File: config.mk
export PLATFORM = sky130hd
export DESIGN_NAME = rle_encoder_flat
export DESIGN_NICKNAME = d
export VERILOG_FILES = /design/src/rtl/rle_pkg.sv /design/src/rtl/rle_encoder_if.sv /design/src/rtl/rle_out_slot.sv /design/src/rtl/rle_encoder.sv /design/src/flat_wrapper.sv
export SDC_FILE = /design/constraint.sdc
export NUM_CORES = 1
export LEC_CHECK = 0
export CORE_MARGIN = 3
export CORE_UTILIZATION = 53
export DETAILED_ROUTE_END_ITERATION = 6
export GPL_TIMING_DRIVEN = 0
export PLACE_DENSITY = 0.81
export SLEW_MARGIN = 10
export SYNTH_ARGS = -nofsm -noshare
export SYNTH_HDL_FRONTEND = slang
export SYNTH_SLANG_ARGS = --single-unit
File: constraint.sdc
create_clock -name clk -period 7.6 [get_ports clk]
set_input_delay 1.9 -clock clk [delete_from_list [all_inputs] [get_ports clk]]
set_output_delay 1.9 -clock clk [all_outputs]
set_load 0.05 [all_outputs]
File: src/rtl/rle_pkg.sv
// ----------------------------------------------------------------------------
// rle_pkg
// Shared definitions for the run-length encoder and its downstream packer:
// block geometry, FSM state encoding, the end-of-block value and the packed
// (run, value, last) pair that travels between the stages.
// No ports (package).
// ----------------------------------------------------------------------------
package rle_pkg;

  localparam int N      = 8;                 // coefficients per block
  localparam int COEF_W = 12;                // signed DCT coefficient width
  localparam int RUN_W  = $clog2(N + 1);     // run counter must hold 0..N
  localparam int IDX_W  = $clog2(N);         // scan index 0..N-1

  // An EOB pair carries a zero value; real pairs never do.
  localparam logic signed [COEF_W-1:0] EOB_VALUE = '0;

  typedef enum logic {
    IDLE = 1'b0,
    SCAN = 1'b1
  } state_t;

  typedef struct packed {
    logic [RUN_W-1:0]         run;
    logic signed [COEF_W-1:0] value;
    logic                     last;
  } rle_pair_t;

endpackage

File: src/rtl/rle_encoder_if.sv
// ----------------------------------------------------------------------------
// rle_encoder_if
// Bundles the block input handshake (in_valid/in_ready + coef0..coef7) and
// the pair output handshake (out_valid/out_ready + run/value/last).
//   master : the side that supplies blocks and consumes pairs
//   slave  : the encoder itself
// ----------------------------------------------------------------------------
interface rle_encoder_if;
  import rle_pkg::*;

  logic                     in_valid;
  logic                     in_ready;
  logic signed [COEF_W-1:0] coef0;
  logic signed [COEF_W-1:0] coef1;
  logic signed [COEF_W-1:0] coef2;
  logic signed [COEF_W-1:0] coef3;
  logic signed [COEF_W-1:0] coef4;
  logic signed [COEF_W-1:0] coef5;
  logic signed [COEF_W-1:0] coef6;
  logic signed [COEF_W-1:0] coef7;

  logic                     out_valid;
  logic                     out_ready;
  logic [RUN_W-1:0]         out_run;
  logic signed [COEF_W-1:0] out_value;
  logic                     out_last;

  modport master (
    output in_valid, coef0, coef1, coef2, coef3, coef4, coef5, coef6, coef7,
    output out_ready,
    input  in_ready, out_valid, out_run, out_value, out_last
  );

  modport slave (
    input  in_valid, coef0, coef1, coef2, coef3, coef4, coef5, coef6, coef7,
    input  out_ready,
    output in_ready, out_valid, out_run, out_value, out_last
  );

endinterface

File: src/rtl/rle_out_slot.sv
// ----------------------------------------------------------------------------
// rle_out_slot
// Single-entry registered valid/ready output stage.
//   clk, rst_n : clock, synchronous active-low reset
//   i_load     : write i_pair into the slot (only asserted when slot is free)
//   i_pair     : pair to store
//   i_ready    : downstream accepts the current pair
//   o_valid    : slot holds a pair
//   o_pair     : stored pair; held stable while o_valid && !i_ready
// ----------------------------------------------------------------------------
module rle_out_slot
  import rle_pkg::*;
(
  input  logic      clk,
  input  logic      rst_n,
  input  logic      i_load,
  input  rle_pair_t i_pair,
  input  logic      i_ready,
  output logic      o_valid,
  output rle_pair_t o_pair
);

  logic      r_valid;
  rle_pair_t r_pair;

  always_ff @(posedge clk) begin
    if (!rst_n) begin
      r_valid <= 1'b0;
      r_pair  <= '0;
    end else if (i_load) begin
      // A load in the same cycle as a handshake replaces the pair, so the
      // valid flag stays up with no bubble.
      r_valid <= 1'b1;
      r_pair  <= i_pair;
    end else if (i_ready) begin
      r_valid <= 1'b0;
    end
  end

  assign o_valid = r_valid;
  assign o_pair  = r_pair;

endmodule

File: src/rtl/rle_encoder.sv
// ----------------------------------------------------------------------------
// rle_encoder
// Latches one block of N signed DCT coefficients, scans them in index order
// and emits (zero-run, value) pairs; trailing zeros close with an EOB pair.
//   clk    : clock, rising edge
//   rst_n  : synchronous active-low reset
//   bus    : rle_encoder_if.slave
//            in_valid/in_ready/coef0..7 : block input handshake
//            out_valid/out_ready/out_run/out_value/out_last : pair output
// ----------------------------------------------------------------------------
module rle_encoder
  import rle_pkg::*;
(
  input logic          clk,
  input logic          rst_n,
  rle_encoder_if.slave bus
);

  state_t                   r_state;
  state_t                   w_state_next;
  logic [IDX_W-1:0]         r_idx;
  logic [RUN_W-1:0]         r_run;
  logic signed [COEF_W-1:0] r_coef [N];
  logic signed [COEF_W-1:0] w_coef_in [N];

  logic                     w_in_ready;
  logic                     w_accept;
  logic                     w_out_valid;
  rle_pair_t                w_out_pair;
  logic                     w_slot_free;
  logic                     w_examine;
  logic signed [COEF_W-1:0] w_cur;
  logic                     w_cur_zero;
  logic                     w_at_end;
  logic                     w_load;
  rle_pair_t                w_pair;

  assign w_coef_in[0] = bus.coef0;
  assign w_coef_in[1] = bus.coef1;
  assign w_coef_in[2] = bus.coef2;
  assign w_coef_in[3] = bus.coef3;
  assign w_coef_in[4] = bus.coef4;
  assign w_coef_in[5] = bus.coef5;
  assign w_coef_in[6] = bus.coef6;
  assign w_coef_in[7] = bus.coef7;

  assign w_accept    = w_in_ready && bus.in_valid;
  // The scan only advances when the slot can take a pair this cycle, so a
  // stalled slot freezes idx/run and no pair is lost.
  assign w_slot_free = !w_out_valid || bus.out_ready;
  assign w_examine   = (r_state == SCAN) && w_slot_free;
  assign w_cur       = r_coef[r_idx];
  assign w_cur_zero  = (w_cur == '0);
  assign w_at_end    = (r_idx == IDX_W'(N - 1));
  assign w_load      = w_examine && (!w_cur_zero || w_at_end);

  // A zero at the last index closes the block as EOB, counting itself.
  assign w_pair.run   = w_cur_zero ? RUN_W'(r_run + 1'b1) : r_run;
  assign w_pair.value = w_cur_zero ? EOB_VALUE : w_cur;
  assign w_pair.last  = w_at_end;

  // FSM: state register
  always_ff @(posedge clk) begin
    if (!rst_n) r_state <= IDLE;
    else        r_state <= w_state_next;
  end

  // FSM: next-state logic
  always_comb begin
    w_state_next = r_state;
    case (r_state)
      IDLE:    if (bus.in_valid)         w_state_next = SCAN;
      SCAN:    if (w_examine && w_at_end) w_state_next = IDLE;
      default:                            w_state_next = IDLE;
    endcase
  end

  // FSM: outputs (state only, no combinational path from in_valid/out_ready)
  always_comb begin
    w_in_ready = (r_state == IDLE);
  end

  always_ff @(posedge clk) begin
    if (!rst_n) begin
      r_idx <= '0;
      r_run <= '0;
    end else if (w_accept) begin
      r_idx <= '0;
      r_run <= '0;
    end else if (w_examine) begin
      r_idx <= w_at_end ? '0 : IDX_W'(r_idx + 1'b1);
      r_run <= (w_cur_zero && !w_at_end) ? RUN_W'(r_run + 1'b1) : '0;
    end
  end

  // Coefficient latch: data only, no reset needed.
  always_ff @(posedge clk) begin
    if (w_accept) begin
      for (int i = 0; i < N; i++) r_coef[i] <= w_coef_in[i];
    end
  end

  rle_out_slot u_slot (
    .clk     (clk),
    .rst_n   (rst_n),
    .i_load  (w_load),
    .i_pair  (w_pair),
    .i_ready (bus.out_ready),
    .o_valid (w_out_valid),
    .o_pair  (w_out_pair)
  );

  assign bus.in_ready  = w_in_ready;
  assign bus.out_valid = w_out_valid;
  assign bus.out_run   = w_out_pair.run;
  assign bus.out_value = w_out_pair.value;
  assign bus.out_last  = w_out_pair.last;

endmodule

File: src/flat_wrapper.sv
// flat-port wrapper written by rule: the top's interface ports become plain ports
module rle_encoder_flat import rle_pkg::*;
  (clk, rst_n, bus_in_valid, bus_coef0, bus_coef1, bus_coef2, bus_coef3, bus_coef4, bus_coef5, bus_coef6, bus_coef7, bus_out_ready, bus_in_ready, bus_out_valid, bus_out_run, bus_out_value, bus_out_last);
  rle_encoder_if bus_i ();
  input logic clk;
  input logic rst_n;
  input wire logic [$bits(bus_i.in_valid)-1:0] bus_in_valid;
  input wire logic [$bits(bus_i.coef0)-1:0] bus_coef0;
  input wire logic [$bits(bus_i.coef1)-1:0] bus_coef1;
  input wire logic [$bits(bus_i.coef2)-1:0] bus_coef2;
  input wire logic [$bits(bus_i.coef3)-1:0] bus_coef3;
  input wire logic [$bits(bus_i.coef4)-1:0] bus_coef4;
  input wire logic [$bits(bus_i.coef5)-1:0] bus_coef5;
  input wire logic [$bits(bus_i.coef6)-1:0] bus_coef6;
  input wire logic [$bits(bus_i.coef7)-1:0] bus_coef7;
  input wire logic [$bits(bus_i.out_ready)-1:0] bus_out_ready;
  output wire logic [$bits(bus_i.in_ready)-1:0] bus_in_ready;
  output wire logic [$bits(bus_i.out_valid)-1:0] bus_out_valid;
  output wire logic [$bits(bus_i.out_run)-1:0] bus_out_run;
  output wire logic [$bits(bus_i.out_value)-1:0] bus_out_value;
  output wire logic [$bits(bus_i.out_last)-1:0] bus_out_last;
  assign bus_i.in_valid = bus_in_valid;
  assign bus_i.coef0 = bus_coef0;
  assign bus_i.coef1 = bus_coef1;
  assign bus_i.coef2 = bus_coef2;
  assign bus_i.coef3 = bus_coef3;
  assign bus_i.coef4 = bus_coef4;
  assign bus_i.coef5 = bus_coef5;
  assign bus_i.coef6 = bus_coef6;
  assign bus_i.coef7 = bus_coef7;
  assign bus_i.out_ready = bus_out_ready;
  assign bus_in_ready = bus_i.in_ready;
  assign bus_out_valid = bus_i.out_valid;
  assign bus_out_run = bus_i.out_run;
  assign bus_out_value = bus_i.out_value;
  assign bus_out_last = bus_i.out_last;
  rle_encoder u_core (.clk(clk), .rst_n(rst_n), .bus(bus_i));
endmodule
# Yosys cells after proc, flatten, opt, wreduce, memory -nomap -nowiden
# Memory sizes are Yosys's and may differ from the RTL's. A register that Yosys moved wholly into a read port is not among the register bits.
# Cells that the tools add are included.
# totals
register_bits,26
mem_bits_rw,96
input_bits,100
out_inout_bits,19
elab_cells,39
memories,1
# mem_list
memory,depth,width,read_ports,rd_clocked_by_memory_dff,write_ports,line,text
u_core.r_coef,8,12,1,1,8,rle_encoder.sv:23,logic signed [COEF_W-1:0] r_coef [N];
# op_classes
n_addsub,2
n_eq_ne,1
muxes,13
bitwise_logic,2
reduce_logical,13
# op_table
cell,n
zero test 12 bit,1
two-way mux 12 bit,1
two-way mux 3 bit,3
two-way mux 4 bit,2
two-way mux 1 bit,6
logical AND 1 bit,5
adder 4 x 1 -> 4 bit (second input constant),1
adder 3 x 1 -> 3 bit (second input constant),1
== test 3 bit (second input constant),1
zero test 1 bit,3
logical OR 1 bit,2
inverter 1 bit,2
one-hot mux 1 bit (2 select lines),1
nonzero test 2 bit,1
OR reduction 2 bit,1

# Logic depth before layout (Yosys ltp)
# depth
ltp_word,6
ltp_mapped,11
depth_no_buf,7

# By module
# From an unflattened synthesis, not the netlist that was laid out.
# unflattened
hier_cells,291
hier_area_um2,4949.7
# modules_own_cells
mod,instances,cells_each,area_per_inst_um2,seq_area_each_um2
rle_encoder,1,234,4264.1,3103.0
rle_out_slot,1,57,685.7,360.3

# Least setup slack after synthesis
# OpenSTA, ideal clock, no wires.
# synth_timing
path_type,input-to-reg
from,input bus_in_valid
to,"memory u_core.r_coef[0][0], enable pin"
setup_ns,0.449
arrival_ns,3.880
required_time_ns,7.151
slack_ns,3.271
stages,2
path_buffers,0
path_cell_list,nand2_1 inv_1
# synth_lines
item,line,text
from (decl),flat_wrapper.sv:7,input wire logic [$bits(bus_i.in_valid)-1:0] bus_in_valid;
to (decl),rle_encoder.sv:23,

# Worst setup path after layout
# layout_timing
from,register u_core.r_state
to,output bus_in_ready
# layout_via
elab_chain_len,1
# layout_lines
item,line,text
from (decl),rle_encoder.sv:19,state_t r_state;
from (signal assigned),rle_encoder.sv:65,else r_state <= w_state_next;
inverter 1 bit,rle_encoder.sv:80,w_in_ready = (r_state == IDLE);
to (decl),flat_wrapper.sv:17,output wire logic [$bits(bus_i.in_ready)-1:0] bus_in_ready;
# No other way between the ends.

==> impl_metrics.json <==
{
  "outcome": "finished, final reports clean",
  "synth_compound_area_frac": 0.0576,
  "ys_seq_elements": 125,
  "leakagePower_nw": 2.27,
  "regToRegSetupSlack_ns": 4.28,
  "dr_wl_met2_microns": 5390,
  "gr-total-overflow": 0,
  "critPathKind": "reg -> out",
  "timing.final.crit_period_ns": 3.62,
  "hpwl_microns": 6990,
  "cp.required_ns": 5.70,
  "initial_utilization": 0.548,
  "setup_ws_ns": 3.98,
  "clk_pin_slew_ns": 0.06,
  "cts_tree": "done",
  "synth.area.top_cells": "edfxtp_1 (60%), dfxtp_1 (12%), mux4_2 (11%)",
  "drc": 0,
  "synth_cells": 271,
  "final_cells": 528,
  "post-place-ws_ns": 3.75,
  "grt_pass1_vias": 2969,
  "synth-xor-area-share": 0,
  "top_layer_used": "met4",
  "synthAdderAreaFrac": 0.00786,
  "crit_arrival_ns": 1.72,
  "cp_max_fo": 3,
  "power.density_nw_per_um2": 247,
  "endpoint_kind": "primary output",
  "yosysTopAreaCellShare": 0.603,
  "vias_per_cell": 5.48,
  "globalplace.congestion": 0.892,
  "worst_slew_pin_slew_ns": 0.767,
  "antennaDiodeCount": 0,
  "avgSynthCellArea_sq_um": 17.6,
  "netlist_area_sq_um": 4780,
  "syn_to_final_growth_pct": 38.8,
  "firstDrtPassIters": 4,
  "relSlewSlack": 0.489,
  "hold_buffers": 0,
  "hp-class": "reg -> reg",
  "detail-route-antenna-nets": 0,
  "dp.cells": 497,
  "synth.lib_cells_used.distinct": 38,
  "final-setup-viol-count": 0,
  "synth_edf_count": 96,
  "clockBufferDepth": 2,
  "ys_seq_area_frac": 0.725,
  "clock.fmax_mhz": 276,
  "cts.sinks": 125,
  "wl_met1_microns": 4040,
  "final_layout_size_suffix_gt1_frac": 0.157,
  "synth_top_family_by_area": "multiplexers",
  "grt_max_degree": 77,
  "wl_met3_microns": 638,
  "cap_violations": 0,
  "fp.dieH_microns": 101,
  "syn_nets": 374,
  "ir_drop_uv": 159,
  "worst_setup_path_start_kind": "flip-flop",
  "cts_max_level": 4,
  "timing.final.crit_share": 0.476,
  "via_count": 2896,
  "cts_buffers": 17,
  "num_rows": 34,
  "total_power_mw": 1.64,
  "finalSetupTns_ns": 0,
  "yosysWarningCount": 0,
  "hold_violations": 0,
  "wirelength_microns": 10200,
  "skew_ns": 0.0116,
  "synth_ff_type": "edfxtp_1",
  "ctsResizeCount": 0,
  "synth_mux_area_frac": 0.130,
  "numPortBuffers": 117,
  "grt_pass1_wl_microns": 15700,
  "rsz0062_at_grt": "false",
  "routedWlPerCell_microns": 19.4,
  "yosys.area_share.simple": 0.0602,
  "synthArstFlopShare": 0,
  "first_iter_violations": 140,
  "grt_use_total": 0.213,
  "ctsRootBufferMaster": "clkbuf_8",
  "maxSlewViolCount": 0,
  "die_width_microns": 101,
  "synthTopCellsByCount": "edfxtp_1 (96), dfxtp_1 (29), nand2_1 (27)",
  "cts_setup_buffers": 0,
  "synth_most_common_cell": "edfxtp_1",
  "core-area_sq_um": 8720,
  "antenna_found_initial": 0,
  "dieArea_sq_um": 10200,
  "clock_latency_ns": 0.51,
  "ioPinCount": 119,
  "layout.nets": 511,
  "synth_top_area_cell": "edfxtp_1"
}
-- cell usage in the layout, fill, tap and decap left out, types with 2 or more instances in the layout --
cell,instances
clkdlybuf4s50_1,117
a21oi_1,12
mux4_2,24
o221a_2,2
o21ai_0,6
clkbuf_1,8
clkinvlp_4,7
mux2i_1,8
nand4_1,4
a22o_1,4
o211a_1,4
nand2b_1,5
nor2_1,4
o2bb2ai_1,3
inv_1,3
a41o_1,2
clkbuf_16,16
clkinv_2,2
nand2_1,27
a31oi_1,2
edfxtp_1,96
nor3_1,2
buf_6,3
buf_2,2
clkinv_4,4
dfxtp_1,29
ha_1,3
nand4b_1,2
-- final timing paths --
kind	from	to	cells after the start
max reg2reg	flip-flop	u_core.u_slot.o_pair[14]	10
min	u_core.u_slot.o_pair[6]	u_core.u_slot.o_pair[6]	2
max	u_core.r_state	bus_in_ready	2
min reg2reg	u_core.u_slot.o_pair[6]	u_core.u_slot.o_pair[6]	2
-- registers in the layout (all words and copies together), names as in the netlist, named ones only --
name	flops
u_core.r_state	1
u_core.r_run	4
u_core.r_idx	3
u_core.u_slot.o_pair	17
u_core.r_coef	96
u_core.u_slot.o_valid	1
-- critical path, stage by stage, from the launching register on --
cell             delay (ns)
dfxtp_1                0.32
inv_1                  0.08
clkdlybuf4s50_1        0.81
-- cell type report --
type | count | area (sq um)
clock buffers | 17 | 414
repair buffers | 118 | 1200
multi-input cells | 128 | 1220
flip-flops and latches | 125 | 3460
inverters | 4 | 17.5
fillers | 526 | 2090
plain buffers | 14 | 77.6
well taps | 108 | 135
clock inverters | 14 | 101
-- where the power goes --
part	leakage, nW	switching [mW]	total (mW)	internal [mW]
registers	1.15	0.0124	0.791	0.778
clock network	0.231	0.285	0.681	0.396
logic	0.891	0.0779	0.163	0.0855
-- cell families (layout without fill, tap and decap cells) --
kind of cell,after synthesis,count (layout)
multiplexers,32,32
buffers and inverters,18,167
AND/OR/NAND/NOR,54,54
flip-flops,125,125
adder cells (fa/ha/maj),3,3
AO/OA/AOI/OAI,39,39
-- per-layer routing --
metal  up-vias  GRT usage
met5         -          0
met4         0     0.0644
met3        12     0.0644
met2       113      0.357
met1      1416      0.267
li1       1355          -
-- per-stage QoR --
stage / hold slack [ns] / cell area [sq um] / utilization
2_1_floorplan: 0.452 / 4780 / -
3_3_place_gp: 0.450 / 6080 / 0.698
3_5_place_dp: 0.453 / 6110 / 0.701
4_1_cts: 0.465 / 6630 / 0.760
5_1_grt: 0.493 / 6630 / 0.760
6_report: 0.468 / 6630 / 0.760
Power figures use the tool's default switching activity.
